<file path="src/rtl/adc_cap_seq_if.sv">
// Bus bundle between the capture/readback sequencer and its environment:
// register-file requests, ADC input, sample memory port and frame buffer.
interface adc_cap_seq_if #(
   parameter int MEM_AW = 15,
   parameter int DW     = 9,
   parameter int FRAME  = 96
);
   logic                   write_pls;
   logic                   read_pls;
   logic [3:0]             cfg_mdio_rd_cnt;
   logic                   mdio_read;
   logic                   adc_vld;
   logic [DW-1:0]          adc_data;
   logic                   mem_we;
   logic [MEM_AW-1:0]      mem_waddr;
   logic [DW-1:0]          mem_wdata;
   logic                   mem_re;
   logic [MEM_AW-1:0]      mem_raddr;
   logic [DW-1:0]          mem_rdata;
   logic [DW*FRAME-1:0]    mdio_dout;
   logic                   mdio_data_vld;
   logic                   write_done;
   logic                   read_done;
   logic                   mdio_read_done;
   logic                   busy;

   // Sequencer side
   modport master (
      input  write_pls, read_pls, cfg_mdio_rd_cnt, mdio_read, adc_vld, adc_data, mem_rdata,
      output mem_we, mem_waddr, mem_wdata, mem_re, mem_raddr, mdio_dout, mdio_data_vld,
             write_done, read_done, mdio_read_done, busy
   );

   // Register file / memory / ADC side
   modport slave (
      output write_pls, read_pls, cfg_mdio_rd_cnt, mdio_read, adc_vld, adc_data, mem_rdata,
      input  mem_we, mem_waddr, mem_wdata, mem_re, mem_raddr, mdio_dout, mdio_data_vld,
             write_done, read_done, mdio_read_done, busy
   );
endinterface

</file>
<file path="src/rtl/adc_cap_seq.sv">
// Capture/readback sequencer: fills sample memory from the ADC on a write
// request, and streams memory back one frame at a time into the frame buffer
// on a read request, handing each frame to the host before fetching the next.
module adc_cap_seq #(
   parameter int MEM_AW = 15,
   parameter int DW     = 9,
   parameter int FRAME  = 96
) (
   input  logic          clk,
   input  logic          rstn,
   adc_cap_seq_if.master bus
);
   typedef enum logic [1:0] {IDLE, CAPTURE, FETCH, WAIT_HOST} state_t;

   localparam logic [6:0] LAST_IDX = 7'(FRAME - 1);

   state_t                   state_q, state_d;
   logic [MEM_AW-1:0]        wr_ptr_q, wr_ptr_d;
   logic [MEM_AW-1:0]        rd_ptr_q, rd_ptr_d;
   logic [6:0]               idx_q, idx_d;
   logic [6:0]               slot_q;
   logic                     drain_q, drain_d;
   logic                     rd_pend_q;
   logic [4:0]               frames_left_q, frames_left_d;
   logic                     write_done_q, write_done_d;
   logic                     read_done_q, read_done_d;
   logic                     mrd_done_q, mrd_done_d;
   logic                     vld_q, vld_d;
   logic                     mem_we, mem_re;
   logic [FRAME-1:0][DW-1:0] buf_q;

   // State and control register update
   always_ff @(posedge clk or negedge rstn) begin
      if (!rstn) begin
         state_q       <= IDLE;
         wr_ptr_q      <= '0;
         rd_ptr_q      <= '0;
         idx_q         <= '0;
         drain_q       <= 1'b0;
         frames_left_q <= '0;
         write_done_q  <= 1'b0;
         read_done_q   <= 1'b0;
         mrd_done_q    <= 1'b0;
         vld_q         <= 1'b0;
      end else begin
         state_q       <= state_d;
         wr_ptr_q      <= wr_ptr_d;
         rd_ptr_q      <= rd_ptr_d;
         idx_q         <= idx_d;
         drain_q       <= drain_d;
         frames_left_q <= frames_left_d;
         write_done_q  <= write_done_d;
         read_done_q   <= read_done_d;
         mrd_done_q    <= mrd_done_d;
         vld_q         <= vld_d;
      end
   end

   // Next-state, pointer/counter updates and memory strobes
   always_comb begin
      state_d       = state_q;
      wr_ptr_d      = wr_ptr_q;
      rd_ptr_d      = rd_ptr_q;
      idx_d         = idx_q;
      drain_d       = drain_q;
      frames_left_d = frames_left_q;
      write_done_d  = write_done_q;
      read_done_d   = read_done_q;
      mrd_done_d    = mrd_done_q;
      vld_d         = 1'b0;
      mem_we        = 1'b0;
      mem_re        = 1'b0;
      unique case (state_q)
         IDLE: begin
            if (bus.write_pls) begin
               state_d      = CAPTURE;
               wr_ptr_d     = '0;
               write_done_d = 1'b0;
            end else if (bus.read_pls) begin
               state_d       = FETCH;
               rd_ptr_d      = '0;
               idx_d         = '0;
               drain_d       = 1'b0;
               frames_left_d = (bus.cfg_mdio_rd_cnt == 4'd0) ? 5'd16 : {1'b0, bus.cfg_mdio_rd_cnt};
               read_done_d   = 1'b0;
               mrd_done_d    = 1'b0;
            end
         end
         CAPTURE: begin
            if (bus.adc_vld) begin
               mem_we   = 1'b1;
               wr_ptr_d = wr_ptr_q + 1'b1;
               if (wr_ptr_q == '1) begin
                  write_done_d = 1'b1;
                  state_d      = IDLE;
               end
            end
         end
         FETCH: begin
            // drain_q marks the extra cycle in which the last read's data
            // lands in the buffer; the frame is announced after it.
            if (!drain_q) begin
               mem_re   = 1'b1;
               rd_ptr_d = rd_ptr_q + 1'b1;
               if (idx_q == LAST_IDX) drain_d = 1'b1;
               else                   idx_d   = idx_q + 7'd1;
            end else begin
               state_d       = WAIT_HOST;
               vld_d         = 1'b1;
               frames_left_d = frames_left_q - 5'd1;
               if (frames_left_q == 5'd1) mrd_done_d = 1'b1;
            end
         end
         WAIT_HOST: begin
            if (bus.mdio_read) begin
               if (frames_left_q != 5'd0) begin
                  state_d = FETCH;
                  idx_d   = '0;
                  drain_d = 1'b0;
               end else begin
                  state_d     = IDLE;
                  read_done_d = 1'b1;
               end
            end
         end
         default: state_d = IDLE;
      endcase
   end

   // Read-data return tracking: slot k is written the cycle after read k
   always_ff @(posedge clk or negedge rstn) begin
      if (!rstn) begin
         rd_pend_q <= 1'b0;
         slot_q    <= '0;
      end else begin
         rd_pend_q <= mem_re;
         slot_q    <= idx_q;
      end
   end

   // Frame buffer: holds contents until overwritten by a later fetch
   always_ff @(posedge clk or negedge rstn) begin
      if (!rstn) buf_q <= '0;
      else if (rd_pend_q) buf_q[slot_q] <= bus.mem_rdata;
   end

   assign bus.mem_we         = mem_we;
   assign bus.mem_waddr      = wr_ptr_q;
   assign bus.mem_wdata      = mem_we ? bus.adc_data : '0;
   assign bus.mem_re         = mem_re;
   assign bus.mem_raddr      = rd_ptr_q;
   assign bus.mdio_dout      = buf_q;
   assign bus.mdio_data_vld  = vld_q;
   assign bus.write_done     = write_done_q;
   assign bus.read_done      = read_done_q;
   assign bus.mdio_read_done = mrd_done_q;
   assign bus.busy           = (state_q != IDLE);
endmodule

</file>
<file path="src/flat_wrapper.sv">
// flat-port wrapper written by rule: the top's interface ports become plain ports
module adc_cap_seq_flat 
#(
   parameter int MEM_AW = 15,
   parameter int DW     = 9,
   parameter int FRAME  = 96
)
  (clk, rstn, bus_write_pls, bus_read_pls, bus_cfg_mdio_rd_cnt, bus_mdio_read, bus_adc_vld, bus_adc_data, bus_mem_rdata, bus_mem_we, bus_mem_waddr, bus_mem_wdata, bus_mem_re, bus_mem_raddr, bus_mdio_dout, bus_mdio_data_vld, bus_write_done, bus_read_done, bus_mdio_read_done, bus_busy);
  adc_cap_seq_if #(.MEM_AW(MEM_AW), .DW(DW), .FRAME(FRAME)) bus_i ();
  input  logic clk;
  input  logic rstn;
  input wire logic [$bits(bus_i.write_pls)-1:0] bus_write_pls;
  input wire logic [$bits(bus_i.read_pls)-1:0] bus_read_pls;
  input wire logic [$bits(bus_i.cfg_mdio_rd_cnt)-1:0] bus_cfg_mdio_rd_cnt;
  input wire logic [$bits(bus_i.mdio_read)-1:0] bus_mdio_read;
  input wire logic [$bits(bus_i.adc_vld)-1:0] bus_adc_vld;
  input wire logic [$bits(bus_i.adc_data)-1:0] bus_adc_data;
  input wire logic [$bits(bus_i.mem_rdata)-1:0] bus_mem_rdata;
  output wire logic [$bits(bus_i.mem_we)-1:0] bus_mem_we;
  output wire logic [$bits(bus_i.mem_waddr)-1:0] bus_mem_waddr;
  output wire logic [$bits(bus_i.mem_wdata)-1:0] bus_mem_wdata;
  output wire logic [$bits(bus_i.mem_re)-1:0] bus_mem_re;
  output wire logic [$bits(bus_i.mem_raddr)-1:0] bus_mem_raddr;
  output wire logic [$bits(bus_i.mdio_dout)-1:0] bus_mdio_dout;
  output wire logic [$bits(bus_i.mdio_data_vld)-1:0] bus_mdio_data_vld;
  output wire logic [$bits(bus_i.write_done)-1:0] bus_write_done;
  output wire logic [$bits(bus_i.read_done)-1:0] bus_read_done;
  output wire logic [$bits(bus_i.mdio_read_done)-1:0] bus_mdio_read_done;
  output wire logic [$bits(bus_i.busy)-1:0] bus_busy;
  assign bus_i.write_pls = bus_write_pls;
  assign bus_i.read_pls = bus_read_pls;
  assign bus_i.cfg_mdio_rd_cnt = bus_cfg_mdio_rd_cnt;
  assign bus_i.mdio_read = bus_mdio_read;
  assign bus_i.adc_vld = bus_adc_vld;
  assign bus_i.adc_data = bus_adc_data;
  assign bus_i.mem_rdata = bus_mem_rdata;
  assign bus_mem_we = bus_i.mem_we;
  assign bus_mem_waddr = bus_i.mem_waddr;
  assign bus_mem_wdata = bus_i.mem_wdata;
  assign bus_mem_re = bus_i.mem_re;
  assign bus_mem_raddr = bus_i.mem_raddr;
  assign bus_mdio_dout = bus_i.mdio_dout;
  assign bus_mdio_data_vld = bus_i.mdio_data_vld;
  assign bus_write_done = bus_i.write_done;
  assign bus_read_done = bus_i.read_done;
  assign bus_mdio_read_done = bus_i.mdio_read_done;
  assign bus_busy = bus_i.busy;
  adc_cap_seq #(.MEM_AW(MEM_AW), .DW(DW), .FRAME(FRAME)) u_core (.clk(clk), .rstn(rstn), .bus(bus_i));
endmodule
</file>
<file path="config.mk">
export PLATFORM = sky130hd
export DESIGN_NAME = adc_cap_seq_flat
export DESIGN_NICKNAME = d
export VERILOG_FILES = /design/src/rtl/adc_cap_seq_if.sv /design/src/rtl/adc_cap_seq.sv /design/src/flat_wrapper.sv
export SDC_FILE = /design/constraint.sdc
export NUM_CORES = 1
export LEC_CHECK = 0
export CORE_AREA = 5 5 362 364
export CTS_BUF_LIST = sky130_fd_sc_hd__clkbuf_16
export CTS_CLUSTER_SIZE = 24
export DETAILED_ROUTE_END_ITERATION = 10
export DIE_AREA = 0 0 367 369
export PLACE_DENSITY = 0.54
export SYNTH_ARGS = -nofsm -noshare
export SYNTH_HDL_FRONTEND = slang
export SYNTH_SLANG_ARGS = --single-unit
</file>
<file path="constraint.sdc">
create_clock -name clk -period 2.8 [get_ports clk]
set_input_delay 0.56 -clock clk [delete_from_list [all_inputs] [get_ports clk]]
set_output_delay 0.56 -clock clk [all_outputs]
set_load 0.1 [all_outputs]
</file>
==> reports/results.tsv <==
metric	value	unit
Buf/Inv on CP	2	
worst hold-check path type	input pin to flop	
post-DR vias/cell	4.62	
FFs w/ async S/R, synth	1.00	
Port Buffers	937	
Setup TNS	0	ns
Routability Congestion	0.768	
Top delay family on crit path	flip-flops	
Setup crit end kind	primary output	
Routed WL	134000	um
crit start category	flop	
Core ar.	127000	sq um
Final Setup Violations	0	
Final min period	2.69	ns
Worst-Margin Slew	0.754	ns
clock sink count	921	
warnings from Yosys	0	
Peak Freq	0.372	GHz
Avg Cell Area, Syn	15.6	sq um
clk root buf	clkbuf_16	
Syn Nets	2328	
Critical Path Fanout Max	15	
crit-path max cell delay	0.53	ns
number of library cell types mapped by synthesis	62	
Fillers	12200	
Die Area	135000	sq um
simple-gate share of the synthesized area	0.0466	
via count	23400	
critical path type	flop to primary output	
Cell Count, Final, Fillers Out	5075	
HPWL after detailed placement	94900	um
multiplexer share of the synthesized area	0.274	
initial core utilization	0.281	
fraction of the mapped netlist area in adder cells	0.00210	
wire length of the first global-routing pass	191000	um
gr ovfl total	0	
Slew Viols, Final	0	
Die Wd	367	um
DIE HEIGHT	369	um
synthesized flop and latch total	921	
crit-path cells	or3b_4 -> inv_4 -> buf_12	
Hold Fails Final Rpt	0	
Post-DP Area	45700	sq um
number of synthesized flops with an enable pin	0	
Synth Area in Compound Gates	0.0131	
Post-Synth XOR/XNOR Area	0.00270	
Post-Synthesis Cells	2294	
area grow syn2layout	37.5	%
Worst-Skew Late Latency	0.71	ns
cts bufs inserted	104	
drc violations	0	
post-placement cell count	4884	
post-route ant nets	0	
nets@finish	3363	
vias in the first global route	24600	
top_reg_cell synth	dfrtp_1	
post-route cell area	49000	sq um
1st-iter DRT viols	1127	
WL per Instance	26.5	um
DR pass1 iterations	4	
MaxCap Viol Count	0	
share of cells above drive strength 1	0.623	
H-tree lvl count	3	
worst rel slew slack	0.497	
TritonCTS clock tree	yes	
Clock Path Buffers	3	
Synth Cell Area	35700	sq um
Worst EP arrival	2.13	ns
RSZ-0062 raised after global routing	no	
FP Rows	131	
outcome	finished, final reports clean	
initial antenna violation count	6	
post-synthesis sequential area ratio	0.646	
CP max-delay cell	dfrtp_2	
largest family of logic cells by synthesized area	multiplexers	
largest net degree at the start of global routing	97	
Tcrit/Tclk final	0.960	
Req. time, crit path	2.24	ns
IO Count	938	
Worst-path clk slew	0.06	ns
Total GRT Usage	0.194	
final clock skew	0.0396	ns
logic make-up (layout without fill, tap and decap cells):
kind of cell | Yosys count | after routing
compound gates | 76 | 76
xor+xnor | 11 | 11
simple gates | 272 | 272
mux | 868 | 868
fa+ha+maj | 6 | 6
buf+inv | 140 | 1258
other cells | 0 | 1
flops | 921 | 921
cells in the final DEF, fill, tap and decap left out, types with 25 or more instances in the layout:
| master | count |
|---|---|
| clkinv_1 | 25 |
| nand2_1 | 70 |
| inv_1 | 30 |
| buf_4 | 1005 |
| mux2_2 | 858 |
| nor2_1 | 37 |
| buf_12 | 34 |
| dfrtp_1 | 919 |
| clkbuf_16 | 104 |
synthesized netlist by cell type, drive strengths merged, types with 2 or more instances:
master / instances / share of area
a21o: 4 / 0.0011
a21oi: 24 / 0.0034
a31o: 2 / 0.00049
a31oi: 9 / 0.0016
a41oi: 2 / 0.00049
and2: 12 / 0.0021
and3: 6 / 0.0011
and4: 5 / 0.0012
buf: 18 / 0.0029
clkbuf: 111 / 0.012
dfrtp: 921 / 0.65
ha: 6 / 0.0021
inv: 11 / 0.0012
mux2: 864 / 0.27
mux2i: 4 / 0.0011
nand2: 91 / 0.012
nand2b: 10 / 0.0018
nand3: 25 / 0.0036
nand4: 12 / 0.0023
nor2: 52 / 0.0065
nor2b: 8 / 0.0014
nor3: 22 / 0.0067
nor4: 6 / 0.0027
nor4b: 2 / 0.00067
o211ai: 3 / 0.00063
o21a: 4 / 0.00084
o21ai: 20 / 0.0028
o31ai: 2 / 0.00042
or2: 2 / 0.00035
or3: 6 / 0.0011
or3b: 3 / 0.00074
or4: 4 / 0.00084
or4b: 2 / 0.00067
xnor2: 2 / 0.00049
xor2: 9 / 0.0022
worst register-to-register path, stage by stage (launching register included):
cell	delay [ns]
dfrtp_1	0.57
nand2_1	0.24
nor2_1	0.46
nand2_1	0.50
mux2_2	0.43
per-layer routing:
metal  GRT usage  vias up  wire length, um  share of wire
met5           0        -                0              0
met4      0.0614        0             3920          0.029
met3      0.0529      168             9130          0.068
met2       0.339      713            68000           0.51
met1       0.232    12300            53300           0.40
li1            -    10200                -              -
through the flow:
stage	setup slack [ns]	util	hold WS, ns
after floorplan	0.179	-	0.264
after global placement	0.237	0.360	0.478
after detailed placement	0.254	0.360	0.482
after CTS	0.00118	0.386	0.108
after global routing	0.0209	0.386	0.148
final	0.112	0.386	0.209
path summary, 6_finish.rpt:
path | start | end | slack [ns] | depth (start not counted)
max in group asynchronous | rstn | u_core.state_q[1] | 1.43 | 3
worst max register to register | u_core.slot_q[4] | u_core.bus.mdio_dout[517] | 0.48 | 4
worst min-delay path | bus_mem_rdata[8] | u_core.bus.mdio_dout[260] | 0.21 | 2
worst max-delay path | u_core.state_q[0] | bus_mem_re | 0.11 | 3
min in group asynchronous | rstn | u_core.bus.mdio_dout[777] | 0.44 | 2
worst min register to register | u_core.idx_q[6] | u_core.slot_q[6] | 0.49 | 0
final cells by class:
cell class	count	area [sq um]	share of cell area
inverter	11	43.8	0.000893
tap	1662	2080	0.0424
clock inverter	85	727	0.0148
multi-input combinational	1233	12100	0.247
sequential	921	23000	0.470
clock buffer	104	2600	0.0531
timing repair buffer	1058	8420	0.172
antenna	1	2.50	0.0000510
state kept, by name, summed over array words and instances (netlist names):
name                       cells
u_core.bus.read_done           1
u_core.bus.mdio_dout         864
u_core.bus.mem_raddr          15
u_core.frames_left_q           5
u_core.drain_q                 1
u_core.state_q                 2
u_core.idx_q                   7
u_core.bus.mdio_data_vld       1
u_core.bus.mdio_read_done      1
u_core.rd_pend_q               1
u_core.bus.write_done          1
u_core.bus.mem_waddr          15
u_core.slot_q                  7
timing repair:
action                                  in CTS  in global routing
pin swaps                                    0                  0
endpoints found under the setup margin      10                  1
buffers inserted                             0                  0
gates resized for setup                      4                  1
hold buffers                                 1                  0
gates cloned                                 0                  0
hold endpoints to repair                    14                  0
Power is not shown: default switching activity piles up to over one toggle a cycle in this logic, so the estimate is an artifact.
